**src/rtl/cla_pipe_adder_pkg.sv**
```systemverilog
`default_nettype none
// ============================================================================
//  Module      : cla_pipe_adder_pkg
//  Description : Shared definitions for the pipelined carry-lookahead
//                adder/subtractor: default geometry, segment-width
//                derivation and the legality check for a WIDTH/SEGS split.
//  Revision    : 1.0 - initial release
// ============================================================================
package cla_pipe_adder_pkg;

   localparam int DEF_WIDTH = 32;
   localparam int DEF_SEGS  = 4;

   // Operation selector as seen by the operand preprocessing logic
   typedef enum logic [0:0] {
      OP_ADD = 1'b0,
      OP_SUB = 1'b1
   } op_e;

   // Width of one pipeline segment; guards against a zero divisor
   function automatic int seg_width(input int width, input int segs);
      return (segs > 0) ? (width / segs) : width;
   endfunction

   // A split is usable when every stage gets an equal, non-empty slice
   function automatic bit seg_split_ok(input int width, input int segs);
      return (segs >= 1) && (segs <= width) && ((width % segs) == 0);
   endfunction

endpackage : cla_pipe_adder_pkg
`default_nettype wire

```
**src/rtl/cla_seg.sv**
```systemverilog
`default_nettype none
// ============================================================================
//  Module      : cla_seg
//  Description : Combinational W-bit carry-lookahead segment. Every internal
//                carry is formed directly from generate/propagate prefixes
//                rather than rippling; group G/P are exported for callers
//                that want to build a higher lookahead level.
//  Revision    : 1.0 - initial release
// ============================================================================
module cla_seg #(
   parameter int W = 8
) (
   input  logic [W-1:0] a,
   input  logic [W-1:0] b,
   input  logic         ci,
   output logic [W-1:0] s,
   output logic         g,
   output logic         p,
   output logic         co
);

   logic [W-1:0] gen;
   logic [W-1:0] prop;
   logic [W:0]   carry;
   logic         gacc;
   logic         pacc;

   assign gen  = a & b;
   assign prop = a ^ b;

   // Lookahead: carry into bit i+1 is the OR of every generate term in
   // [i:0] qualified by the propagates above it, plus the fully
   // propagated carry-in. The final iteration yields the group terms.
   always_comb begin
      carry    = '0;
      carry[0] = ci;
      gacc     = 1'b0;
      pacc     = 1'b1;
      for (int i = 0; i < W; i++) begin
         gacc = gen[i];
         pacc = prop[i];
         for (int j = i - 1; j >= 0; j--) begin
            gacc = gacc | (pacc & gen[j]);
            pacc = pacc & prop[j];
         end
         carry[i+1] = gacc | (pacc & ci);
      end
      g = gacc;
      p = pacc;
   end

   assign s  = prop ^ carry[W-1:0];
   assign co = carry[W];

endmodule : cla_seg
`default_nettype wire

```
**src/rtl/cla_pipe_adder.sv**
```systemverilog
`default_nettype none
// ============================================================================
//  Module      : cla_pipe_adder
//  Description : Pipelined carry-lookahead adder/subtractor. Operands are
//                cut into SEGS slices; stage k resolves slice k and registers
//                the carry for stage k+1. One global advance enable drives
//                every stage, so bubbles are kept rather than squeezed out.
//                The last stage register is the output register.
//  Revision    : 1.0 - initial release
// ============================================================================
module cla_pipe_adder
   import cla_pipe_adder_pkg::*;
#(
   parameter int WIDTH = DEF_WIDTH,
   parameter int SEGS  = DEF_SEGS
) (
   input  logic             clk,
   input  logic             rst_n,
   input  logic             in_valid,
   output logic             in_ready,
   input  logic [WIDTH-1:0] a,
   input  logic [WIDTH-1:0] b,
   input  logic             c_in,
   input  logic             sub,
   output logic             out_valid,
   input  logic             out_ready,
   output logic [WIDTH-1:0] s,
   output logic             c_out,
   output logic             ovf
);

   localparam int SEG_W = seg_width(WIDTH, SEGS);

   if (!seg_split_ok(WIDTH, SEGS)) begin : g_bad_split
      $error("cla_pipe_adder: WIDTH must be a non-zero multiple of SEGS");
   end

   op_e              op;
   logic             adv;
   logic [WIDTH-1:0] b_eff;
   logic             cin_eff;

   // Whole pipe moves together unless a held result is being refused
   assign adv      = !out_valid || out_ready;
   assign in_ready = adv;

   // Subtraction is A + ~B + 1; the caller's carry-in is ignored then
   assign op      = op_e'(sub);
   assign b_eff   = (op == OP_SUB) ? ~b : b;
   assign cin_eff = (op == OP_SUB) ? 1'b1 : c_in;

   for (genvar k = 0; k < SEGS; k++) begin : g_stage
      // Bits of the operands still unresolved when entering this stage
      localparam int LO = k * SEG_W;
      localparam int HW = WIDTH - LO;

      logic [HW-1:0]         src_a;
      logic [HW-1:0]         src_b;
      logic                  src_c;
      logic                  src_v;
      logic [LO+SEG_W-1:0]   nxt_s;
      logic [SEG_W-1:0]      seg_s;
      logic                  seg_g;
      logic                  seg_p;
      logic                  seg_co;
      logic                  unused_grp;
      logic [LO+SEG_W-1:0]   s_q;
      logic                  c_q;
      logic                  v_q;

      if (k == 0) begin : g_head
         assign src_a = a;
         assign src_b = b_eff;
         assign src_c = cin_eff;
         assign src_v = in_valid;
         assign nxt_s = seg_s;
      end else begin : g_body
         assign src_a = g_stage[k-1].g_fwd.a_q;
         assign src_b = g_stage[k-1].g_fwd.b_q;
         assign src_c = g_stage[k-1].c_q;
         assign src_v = g_stage[k-1].v_q;
         assign nxt_s = {seg_s, g_stage[k-1].s_q};
      end

      cla_seg #(
         .W (SEG_W)
      ) u_seg (
         .a  (src_a[SEG_W-1:0]),
         .b  (src_b[SEG_W-1:0]),
         .ci (src_c),
         .s  (seg_s),
         .g  (seg_g),
         .p  (seg_p),
         .co (seg_co)
      );

      // Group terms are not needed: the carry is pipelined, not looked ahead
      assign unused_grp = seg_g ^ seg_p;

      // Stage register: valid shifts on every advance, payload only on valid
      always_ff @(posedge clk or negedge rst_n) begin
         if (!rst_n) begin
            v_q <= 1'b0;
            c_q <= 1'b0;
            s_q <= '0;
         end else if (adv) begin
            v_q <= src_v;
            if (src_v) begin
               c_q <= seg_co;
               s_q <= nxt_s;
            end
         end
      end

      if (k < SEGS - 1) begin : g_fwd
         logic [HW-SEG_W-1:0] a_q;
         logic [HW-SEG_W-1:0] b_q;

         // Carry the still-unresolved high operand slices to the next stage
         always_ff @(posedge clk or negedge rst_n) begin
            if (!rst_n) begin
               a_q <= '0;
               b_q <= '0;
            end else if (adv && src_v) begin
               a_q <= src_a[HW-1:SEG_W];
               b_q <= src_b[HW-1:SEG_W];
            end
         end
      end else begin : g_tail
         logic ovf_q;

         // Signed overflow from the operand sign bits and the new sum sign
         always_ff @(posedge clk or negedge rst_n) begin
            if (!rst_n) begin
               ovf_q <= 1'b0;
            end else if (adv && src_v) begin
               ovf_q <= (src_a[HW-1] == src_b[HW-1]) &&
                        (seg_s[SEG_W-1] != src_a[HW-1]);
            end
         end
      end
   end

   assign out_valid = g_stage[SEGS-1].v_q;
   assign s         = g_stage[SEGS-1].s_q;
   assign c_out     = g_stage[SEGS-1].c_q;
   assign ovf       = g_stage[SEGS-1].g_tail.ovf_q;

endmodule : cla_pipe_adder
`default_nettype wire

```
**config.mk**
```make
export PLATFORM = sky130hd
export DESIGN_NAME = cla_pipe_adder
export DESIGN_NICKNAME = d
export VERILOG_FILES = /design/src/rtl/cla_pipe_adder_pkg.sv /design/src/rtl/cla_seg.sv /design/src/rtl/cla_pipe_adder.sv
export SDC_FILE = /design/constraint.sdc
export NUM_CORES = 1
export LEC_CHECK = 0
export ABC_AREA = 1
export BUFFER_PORTS_ARGS = -buffer_cell sky130_fd_sc_hd__clkbuf_2
export CAP_MARGIN = 20
export CORE_UTILIZATION = 40
export CTS_CLUSTER_DIAMETER = 30
export CTS_CLUSTER_SIZE = 14
export DETAILED_ROUTE_END_ITERATION = 8
export GPL_TIMING_DRIVEN = 1
export SETUP_SLACK_MARGIN = 0.4
export SLEW_MARGIN = 25
export SYNTH_ARGS = -nofsm -noshare
export SYNTH_HDL_FRONTEND = slang
export SYNTH_SLANG_ARGS = --single-unit
```
**constraint.sdc**
```tcl
create_clock -name clk -period 1.6 [get_ports clk]
set_input_delay 0.16 -clock clk [delete_from_list [all_inputs] [get_ports clk]]
set_output_delay 0.16 -clock clk [all_outputs]
set_load 0.005 [all_outputs]
```
# [Yosys cells after proc, flatten, opt, wreduce, memory -nomap -nowiden]
# Cells that the tools add are included.
[op_classes] n_eq_ne=2 n_mux=2 bitwise_logic=413 n_reduce_logical=11
[ops] operator="bitwise AND 1 bit" count=256
[ops] operator="OR 1 bit" count=144
[ops] operator="XOR 8 bit" count=8
[ops] operator="bitwise AND 8 bit" count=4
[ops] operator="2-to-1 mux 32 bit" count=1
[ops] operator="inverter 32 bit" count=1
[ops] operator="AND reduction 2 bit" count=4
[ops] operator="logical AND 1 bit" count=5
[ops] operator="equality test 1 bit" count=1
[ops] operator="logical NOT 1 bit" count=1
[ops] operator="logical OR 1 bit" count=1
[ops] operator="2-to-1 mux 1 bit" count=1
[ops] operator="inequality test 1 bit" count=1
[totals] ff_bits=185 input_bits=70 output_inout_bits=36 wordCells=447

# [Logic depth before layout (Yosys ltp)]
# Gate-level depths: netlist of the first run.
[logic_depth] word_depth=12 ltp_mapped=13 ltp_nobuf=11

# [Cells and area by module]
# From an unflattened synthesis of the first run, not the netlist that was laid out.
[hier_totals] cells_unflattened=1260 area_unflattened_um2=9741.8
[modules_own_cells] module="cla_pipe_adder" instances=1 cells_each=909 area_per_inst_um2=7607.3 seq_area_each_um2=4629.4
[modules_own_cells] module="cla_seg at g_stage[0].u_seg ..." instances=3 cells_each=87 area_per_inst_um2=525.5 seq_area_each_um2=0.0
[modules_own_cells] module="cla_seg at g_stage[3].u_seg" instances=1 cells_each=90 area_per_inst_um2=558.0 seq_area_each_um2=0.0

# [Worst setup path before layout of the first run]
# No wires, ideal clock.
[synth_path] kind="input -> register" start="input port sub" end="register g_stage[0].s_q[5]" setup_ps=117 arrival_ps=1681 t_required_ps=1483 setup_slack_ps=-199 cell_stages=11 path_buffers=2 path_cell_list="buf_4 -> buf_2 -> xor2_1 -> ha_1 -> a21oi_1 -> nand2_1 -> nor2_1 -> nand3_2 -> or2_1 -> nand3_1 -> nand2_1"
[synth_between] elab_chain_len=9 elab_cells_between_ends=19 cone_classes="mux: 2; bitwise: 17"
[synth_rtl] element="from (decl)" line_no="cla_pipe_adder.sv:24" source="input logic sub,"
[synth_rtl] element="2-to-1 mux 32 bit" line_no="cla_pipe_adder.sv:49" source="assign b_eff = (op == OP_SUB) ? ~b : b;"
[synth_rtl] element="XOR 8 bit or bitwise AND 8 bit (tied branches)" line_no="cla_seg.sv:29, cla_seg.sv:28"
[synth_rtl] element="bitwise AND 1 bit (on tied branches)" line_no="cla_seg.sv:43, cla_seg.sv:44"
[synth_rtl] element="OR 1 bit (tied with other cells) (3 in series)" line_no="cla_seg.sv:43" source="gacc = gacc | (pacc & gen[j]);"
[synth_rtl] element="OR 1 bit or bitwise AND 1 bit (tied branches)" line_no="cla_seg.sv:43, cla_seg.sv:46"
[synth_rtl] element="OR 1 bit" line_no="cla_seg.sv:46" source="carry[i+1] = gacc | (pacc & ci);"
[synth_rtl] element="XOR 8 bit *" line_no="cla_seg.sv:52" source="assign s = prop ^ carry[W-1:0];"
[synth_rtl] element="to (signal assigned)" line_no="cla_pipe_adder.sv:110" source="s_q <= nxt_s;"
[synth_rtl] element="to (decl)" line_no="cla_pipe_adder.sv:67" source="logic [LO+SEG_W-1:0] s_q;"
# Mark *: on every way between the ends. The rest lies on a longest branch, timed or not.
# A chain may end at the register's enable or synchronous reset.

# [Worst setup path in the final report of the first run]
[layout_path] start="register g_stage[0].g_fwd.b_q[1]" end="register g_stage[1].s_q[12]"
[layout_between] elab_chain_len=6 elab_cells_between_ends=11 cone_classes="bitwise: 11"
[layout_rtl] element="from (decl)" line_no="cla_pipe_adder.sv:117" source="logic [HW-SEG_W-1:0] b_q;"
[layout_rtl] element="from (signal assigned)" line_no="cla_pipe_adder.sv:126" source="b_q <= src_b[HW-1:SEG_W];"
[layout_rtl] element="bitwise AND 8 bit or XOR 8 bit (tied branches)" line_no="cla_seg.sv:28, cla_seg.sv:29"
[layout_rtl] element="bitwise AND 1 bit (on tied branches)" line_no="cla_seg.sv:43, cla_seg.sv:44"
[layout_rtl] element="OR 1 bit (tied with other cells)" line_no="cla_seg.sv:43"
[layout_rtl] element="OR 1 bit or bitwise AND 1 bit (tied branches)" line_no="cla_seg.sv:43, cla_seg.sv:46"
[layout_rtl] element="OR 1 bit *" line_no="cla_seg.sv:46"
[layout_rtl] element="XOR 8 bit *" line_no="cla_seg.sv:52"
[layout_rtl] element="to (signal assigned)" line_no="cla_pipe_adder.sv:110"
[layout_rtl] element="to (decl)" line_no="cla_pipe_adder.sv:67"
# Marks and branches as above.

==> run metrics, run 1 <==
status finished with violations; violated checks setup timing; # DRC 0; final setup violation count 6; antenna violations before repair 0; Final Hold Vio Count 0; arrival time at the worst endpoint 2.09 ns; Clock Path Buffers 2; Detailed Routing Iterations Pass 1 5; Net Switching approximately 12000 uW; first-pass GRT wire length 39500 um; TritonCTS buffer count 17; wire per inst 18.2 um; Via Count 8001; Skew-Pair Late Insertion Delay 0.44 ns; Port Buffer Count ~110; synth warn 0; dpl ws -0.162 ns; period utilisation layout 1.09; FP Rows 53; Mean Syn Cell Area 8.78 sq um; post-synth top area share 0.530; post-route cell area 14800 sq um; Switching Fraction 0.397; unrepaired setup endpoints after global routing yes; TritonCTS clock tree yes; post-layout min period 1.75 ns; NumNets Final approximately 1400; sequential power share 0.290; Post-Syn Nets 1100; Worst-Margin Slew 0.524 ns; Routed WL 28500 um; GRT Overall Usage 0.231; TNS Setup -0.321 ns; Root Driver clkbuf_16; clock group share of total power 0.167; Comb power frac 0.543; layout cells sized above 1 0.553; area of the die ~22000 sq um; worst path required time 1.94 ns; placer congestion estimate 0.790; clk slew on worst S/H paths 0.08 ns; Fillers 1415; DR iter-0 viols 400; maxcap violations 0; Max H-tree Level 4; Worst slew margin 0.651; Antenna diodes 0; crit path kind reg2reg; Worst Setup End Kind register; Int Pwr roughly 17000 uW; synth-to-layout area growth 70.0%; P per Cell Area 1960 nW/um^2; number of vias per cell a little over 5; core area 21200 sq um; FF-to-FF setup slack -0.15 ns; Worst VDD drop 0.937 mV; Seq/Total Area, Yosys 0.530; largest net degree at the start of global routing 52; hpwl dp 13000 um; clock sink count 185; chip height about 150 um; Fmax 0.573 GHz; Leak Pwr 0.00736 uW; Post-Syn Area 8730 sq um; Yosys reg bits 185; Die X-Extent 150 um; Routed Antenna Nets 0; setup ws final -0.146 ns; Area contributors post-synth dfrtp_1, nand2_1, ha_1; Netlist cell types 39; Startpoint Class register; Initial Util 0.411; placed cell areas 9870 sq um; Synth Instances about 1000; hold crit path type in2reg; max-slew violations 0; total gr overflow 0; Worst Path Max Fanout 5; Clock Skew 0.0103 ns; vias in the first global route roughly 7400; cell taking the most area after synthesis dfrtp_1; num ports 106
-- flip-flops by register name, indices dropped and copies added (netlist names) --
| signal | count |
|---|---|
| g_stage.g_fwd.b_q | 48 |
| g_stage.s_q | 48 |
| ovf | 1 |
| c_out | 1 |
| g_stage.c_q | 3 |
| g_stage.g_fwd.a_q | 48 |
| g_stage.v_q | 3 |
| out_valid | 1 |
| s | 32 |
-- path summary, 6_finish.rpt --
path	startpoint	endpoint	cells after the start
min in group asynchronous	rst_n	g_stage[0].g_fwd.a_q[20]$_DFFE_PN0P_	2
max in group asynchronous	rst_n	ovf$_DFFE_PN0P_	3
worst min-delay path	b[13]	g_stage[0].g_fwd.b_q[5]$_DFFE_PN0P_	3
worst max-delay path	g_stage[0].g_fwd.b_q[1]$_DFFE_PN0P_	g_stage[1].s_q[12]$_DFFE_PN0P_	10
worst min register to register	s[25]$_DFFE_PN0P_	s[25]$_DFFE_PN0P_	2
worst max register to register	g_stage[0].g_fwd.b_q[1]$_DFFE_PN0P_	g_stage[1].s_q[12]$_DFFE_PN0P_	10
-- through the flow --
| stage | utilization | hold WS (ns) | std cells | total power, uW |
|---|---|---|---|---|
| 3_5_place_dp | 0.465 | 0.157 | 1369 | 15100 |
| 6_report | 0.699 | 0.0172 | 1565 | 29000 |
| 2_1_floorplan | - | -0.136 | 994 | 13000 |
| 3_3_place_gp | 0.465 | 0.149 | 1369 | 15000 |
| 4_1_cts | 0.616 | 0.000593 | 1521 | 24700 |
| 5_1_grt | 0.699 | 0.0168 | 1565 | 30500 |
-- final cells by class --
type                       count  area, sq um  area share
tap                          275          344      0.0232
timing repair inverter         4         82.6     0.00557
clock buffer                  18          439      0.0296
sequential                   185         4630       0.312
timing repair buffer         301         3350       0.226
inverter                      82          370      0.0250
multi-input combinational    686         5380       0.363
clock inverter                14          231      0.0156
-- critical path: stages (launching register included) --
cell and delay [ns]:
dfrtp_1 0.42, ha_4 0.29, a21oi_4 0.17, nand2_2 0.09, nand2_4 0.10, nand2_4 0.07, nand2_4 0.08, nand2_2 0.06
nand2_1 0.06, nand2_1 0.07, o21ai_1 0.23
-- timing repair --
item	in CTS	in global routing
hold endpoints to repair	71	0
cloned	34	9
hold buffers	29	0
pin swaps	61	101
endpoints found under the setup margin	153	185
buffers inserted	57	35
gates resized for setup	291	368
-- cells in the final DEF, fill, tap and decap left out, types with 25 or more instances in the layout --
master / count
buf_16: 34
buf_4: 65
buf_6: 32
clkbuf_2: 102
dfrtp_1: 183
dlygate4sd3_1: 29
inv_1: 69
nand2_1: 117
nand2_2: 141
nand2_4: 108
nand3_1: 30
nor2_1: 25
o21ai_1: 48
o21ai_2: 65
-- metal layers --
metal  wire length (um)  global-route usage
met1              11700               0.299
met2              14900               0.393
met3               1050              0.0323
met4                842              0.0803
met5                  0                   0
-- power groups by stage --
stage	Sequential (uW)	Combinational, uW	Clock [uW]
floorplan	7510	5460	0
global placement	7750	7220	0
detailed placement	7790	7350	0
CTS	7910	11900	4860
global route	8610	16800	5100
finish	8420	15800	4850
-- cell families (layout without fill, tap and decap cells) --
group / count (synthesis) / in the layout / synth area share
adder cells (fa/ha/maj): 36 / 36 / 0.0551
AO/OA/AOI/OAI: 142 / 142 / 0.0886
AND/OR/NAND/NOR: 472 / 472 / 0.222
XOR/XNOR: 36 / 36 / 0.0361
buffers and inverters: 123 / 419 / 0.0681
flip-flops: 185 / 185 / 0.530
-- Yosys cell counts (all sizes together) --
master	count
a211oi	1
xor2	9
a21oi	20
a31oi	2
and3	1
o21bai	1
nand4	11
nor3	2
o21ai	114
fa	4
nor2	46
o31ai	1
xnor2	27
o22ai	2
clkinv	1
inv	81
nand2	367
o211ai	1
buf	38
nand3	41
nand3b	1
or2	3
clkbuf	3
ha	32
dfrtp	185
No activity file was read; power rests on OpenSTA's default activity.
==> run 2: changes to the inputs <==
--- a/config.mk
+++ b/config.mk
@@ -6,12 +6,12 @@
 export NUM_CORES = 1
 export LEC_CHECK = 0
 export ABC_AREA = 1
-export BUFFER_PORTS_ARGS = -buffer_cell sky130_fd_sc_hd__clkbuf_2
 export CAP_MARGIN = 20
 export CORE_UTILIZATION = 40
 export CTS_CLUSTER_DIAMETER = 30
 export CTS_CLUSTER_SIZE = 14
 export DETAILED_ROUTE_END_ITERATION = 8
+export DONT_BUFFER_PORTS = 1
 export GPL_TIMING_DRIVEN = 1
 export SETUP_SLACK_MARGIN = 0.4
 export SLEW_MARGIN = 25
==> constraint.sdc (replaced) <==
create_clock -name clk -period 2 [get_ports clk]
set_input_delay 0.2 -clock clk [delete_from_list [all_inputs] [get_ports clk]]
set_output_delay 0.2 -clock clk [all_outputs]
set_load 0.005 [all_outputs]
==> run 2 against run 1 <==
  * The run ends with hold timing left
  * Clock-buffer cell count grew 3
  * Sequential power shrank 26%
  * Flip-flop and latch count is the same
  * Global-route usage shrank 5.4 points
  * Combinational power shrank 62%
  * Cell count shrank 13%
  * Largest cell class is now flip-flops and latches
  * Largest power group is now sequential cells
==> run metrics, run 2 (synthesis gave the netlist of run 1 again) <==
Fillers 2059 (was 1415); final setup violation count 0 (was 6); slowest stage cell, crit path dfrtp_1 (unchanged); clk slew on worst S/H paths 0.07 ns (was 0.08 ns); Clock Skew 0.00682 ns (was 0.0103 ns); Fmax 0.632 GHz (was 0.573 GHz); num ports 106 (unchanged); Top Registers g_stage.g_fwd.a_q x48, g_stage.g_fwd.b_q x48, g_stage.s_q x48 (unchanged); arrival time at the worst endpoint 1.91 ns (was 2.09 ns); GRT Overall Usage 0.176 (was 0.231); layout cells sized above 1 0.137 (was 0.553); register area 4630 sq um (about the same); hpwl dp 12100 um (was 13000 um); Worst VDD drop 0.658 mV (was 0.937 mV); NumNets Final 1185 (was 1383); maxcap violations 0 (unchanged); Clock Path Buffers 2 (unchanged); Detailed Routing Iterations Pass 1 5 (unchanged); DR iter-0 viols 241 (was 400); max-slew violations 0 (unchanged); hold slack -0.532 ns (was 0.0172 ns); clock group share of total power 0.201 (was 0.167); # hold bufs at CTS 67 (was 29); violated checks hold timing (was setup timing); Routed WL 18700 um (was 28500 um); Worst slew margin 0.702 (was 0.651); Comb power frac 0.391 (was 0.543); commonest non-fill, non-tap cell in the layout nand2_1 (was dfrtp_1); antenna violations before repair 0 (unchanged); Worst Path Max Fanout 4 (was 5); TNS Setup 0 ns (was -0.321 ns); clock sink count 185 (unchanged); final core utilization 0.504 (was 0.699); Die X-Extent 150 um (unchanged); Worst-Margin Slew 0.446 ns (was 0.524 ns); core area 21200 sq um (unchanged); dpl ws 0.313 ns (was -0.162 ns); Int Pwr 9590 uW (was 17500 uW); Root Driver clkbuf_16 (unchanged); crit path cell chain ha_4 > nand2_4 > nor2_4 > nand4_1 > nand3_2 > nand2_2 > nand2_1 > nand2_2 > nand3_2 > nand2_1 (was ha_4 > a21oi_4 > nand2_2 > nand2_4 > nand2_4 > nand2_4 > nand2_2 > nand2_1 > nand2_1 > o21ai_1); Leak Pwr 0.00514 uW (was 0.00736 uW); unrepaired setup endpoints after global routing yes (unchanged); total gr overflow 0 (unchanged); commonest cells after routing, fill and taps aside nand2_1, dfrtp_1, inv_1 (was dfrtp_1, nand2_2, nand2_1); Switching Fraction 0.375 (was 0.397); Initial Util 0.411 (unchanged); setup ws final 0.418 ns (was -0.146 ns); Final Hold Vio Count 185 (was 0); TritonCTS clock tree yes (unchanged); chip height 150 um (unchanged); Via Count 6433 (was 8001); Layout Cells excl Fill 1366 (was 1565); P per Cell Area 1440 nW/um^2 (was 1960 nW/um^2); Antenna diodes 0 (unchanged); largest net degree at the start of global routing 186 (was 52); FP Rows 53 (unchanged); number of vias per cell 4.71 (was 5.11); Max H-tree Level 4 (unchanged); placer congestion estimate 0.790 (about the same); crit path kind reg2reg (unchanged); area of the die 22400 sq um (unchanged); Port Buffer Count 0 (was 105); max incr delay on CP 0.42 ns (about the same); TritonCTS buffer count 17 (unchanged); period utilisation layout 0.791 (was 1.09); worst path required time 2.33 ns (was 1.94 ns); Multi-input gate area 3850 sq um (was 5380 sq um); vias in the first global route 6111 (was 7445); first-pass GRT wire length 30600 um (was 39500 um); Startpoint Class register (unchanged); # DRC 0 (unchanged); wire per inst 13.7 um (was 18.2 um); hold crit path type in2async (was in2reg); Worst Setup End Kind register (unchanged); placed instance count 1239 (was 1369); post-layout min period 1.58 ns (was 1.75 ns); sequential power share 0.408 (was 0.290); Net Switching 5760 uW (was 11500 uW); Skew-Pair Late Insertion Delay 0.43 ns (was 0.44 ns); synth-to-layout area growth 22.5% (was 70.0%); Routed Antenna Nets 0 (unchanged); status finished with violations (unchanged)
==> run 2: final cells by class <==
type	count	area share
clock buffer	21	0.0440
timing repair buffer	107	0.0946
inverter	82	0.0293
multi-input combinational	686	0.360
tap	275	0.0322
sequential	185	0.433
clock inverter	10	0.00667
==> run 2: what timing repair did <==
action	in CTS	in global routing
endpoints found under the hold margin	231	185
endpoints found under the setup margin	17	24
pin swaps	0	27
buffers inserted	0	29
resized for setup	17	49
==> run 2: path summary, 6_finish.rpt <==
kind / from / endpoint / slack, ns / cells past startpoint
max in group asynchronous: rst_n / g_stage[1].g_fwd.a_q[0]$_DFFE_PN0P_ / 2.25 / 0
worst max-delay path: g_stage[1].g_fwd.b_q[3]$_DFFE_PN0P_ / g_stage[2].s_q[23]$_DFFE_PN0P_ / 0.42 / 10
worst min-delay path: rst_n / s[3]$_DFFE_PN0P_ / -0.53 / 0
min in group clk: b[30] / g_stage[0].g_fwd.b_q[22]$_DFFE_PN0P_ / 0.01 / 2
worst min register to register: g_stage[1].s_q[6]$_DFFE_PN0P_ / g_stage[1].s_q[6]$_DFFE_PN0P_ / 0.47 / 2
worst max register to register: g_stage[1].g_fwd.b_q[3]$_DFFE_PN0P_ / g_stage[2].s_q[23]$_DFFE_PN0P_ / 0.42 / 10
==> run 2: metal layers <==
metal / vias up / wire, um / GRT usage / part of all wire
li1: 3322 / - / - / -
met1: 2986 / 9030 / 0.241 / 0.48
met2: 110 / 8750 / 0.283 / 0.47
met3: 15 / 637 / 0.0320 / 0.034
met4: 0 / 229 / 0.0545 / 0.012
met5: - / 0 / 0 / 0
==> run 2: critical path: cells and delay by family, from the launching register on <==
family	cells	cell delay (ns)
fa+ha+maj	1	0.32
flops	1	0.42
simple gates	9	0.74
==> run 2: metrics by stage <==
stage | power [uW] | hold slack, ns | area, sq um
2_1_floorplan | 9970 | -0.0956 | 8750
3_3_place_gp | 10900 | -0.0832 | 8900
3_5_place_dp | 11000 | -0.0814 | 8900
4_1_cts | 14600 | -0.540 | 10200
5_1_grt | 16700 | -0.555 | 10700
6_report | 15400 | -0.532 | 10700
==> run 2: power by group through the flow <==
stage               clock network, uW  registers (uW)  logic (uW)
detailed placement                  0            6210        4800
global route                     3340            6450        6870
CTS                              3180            6220        5180
global placement                    0            6170        4730
finish                           3090            6260        6000
floorplan                           0            5930        4030
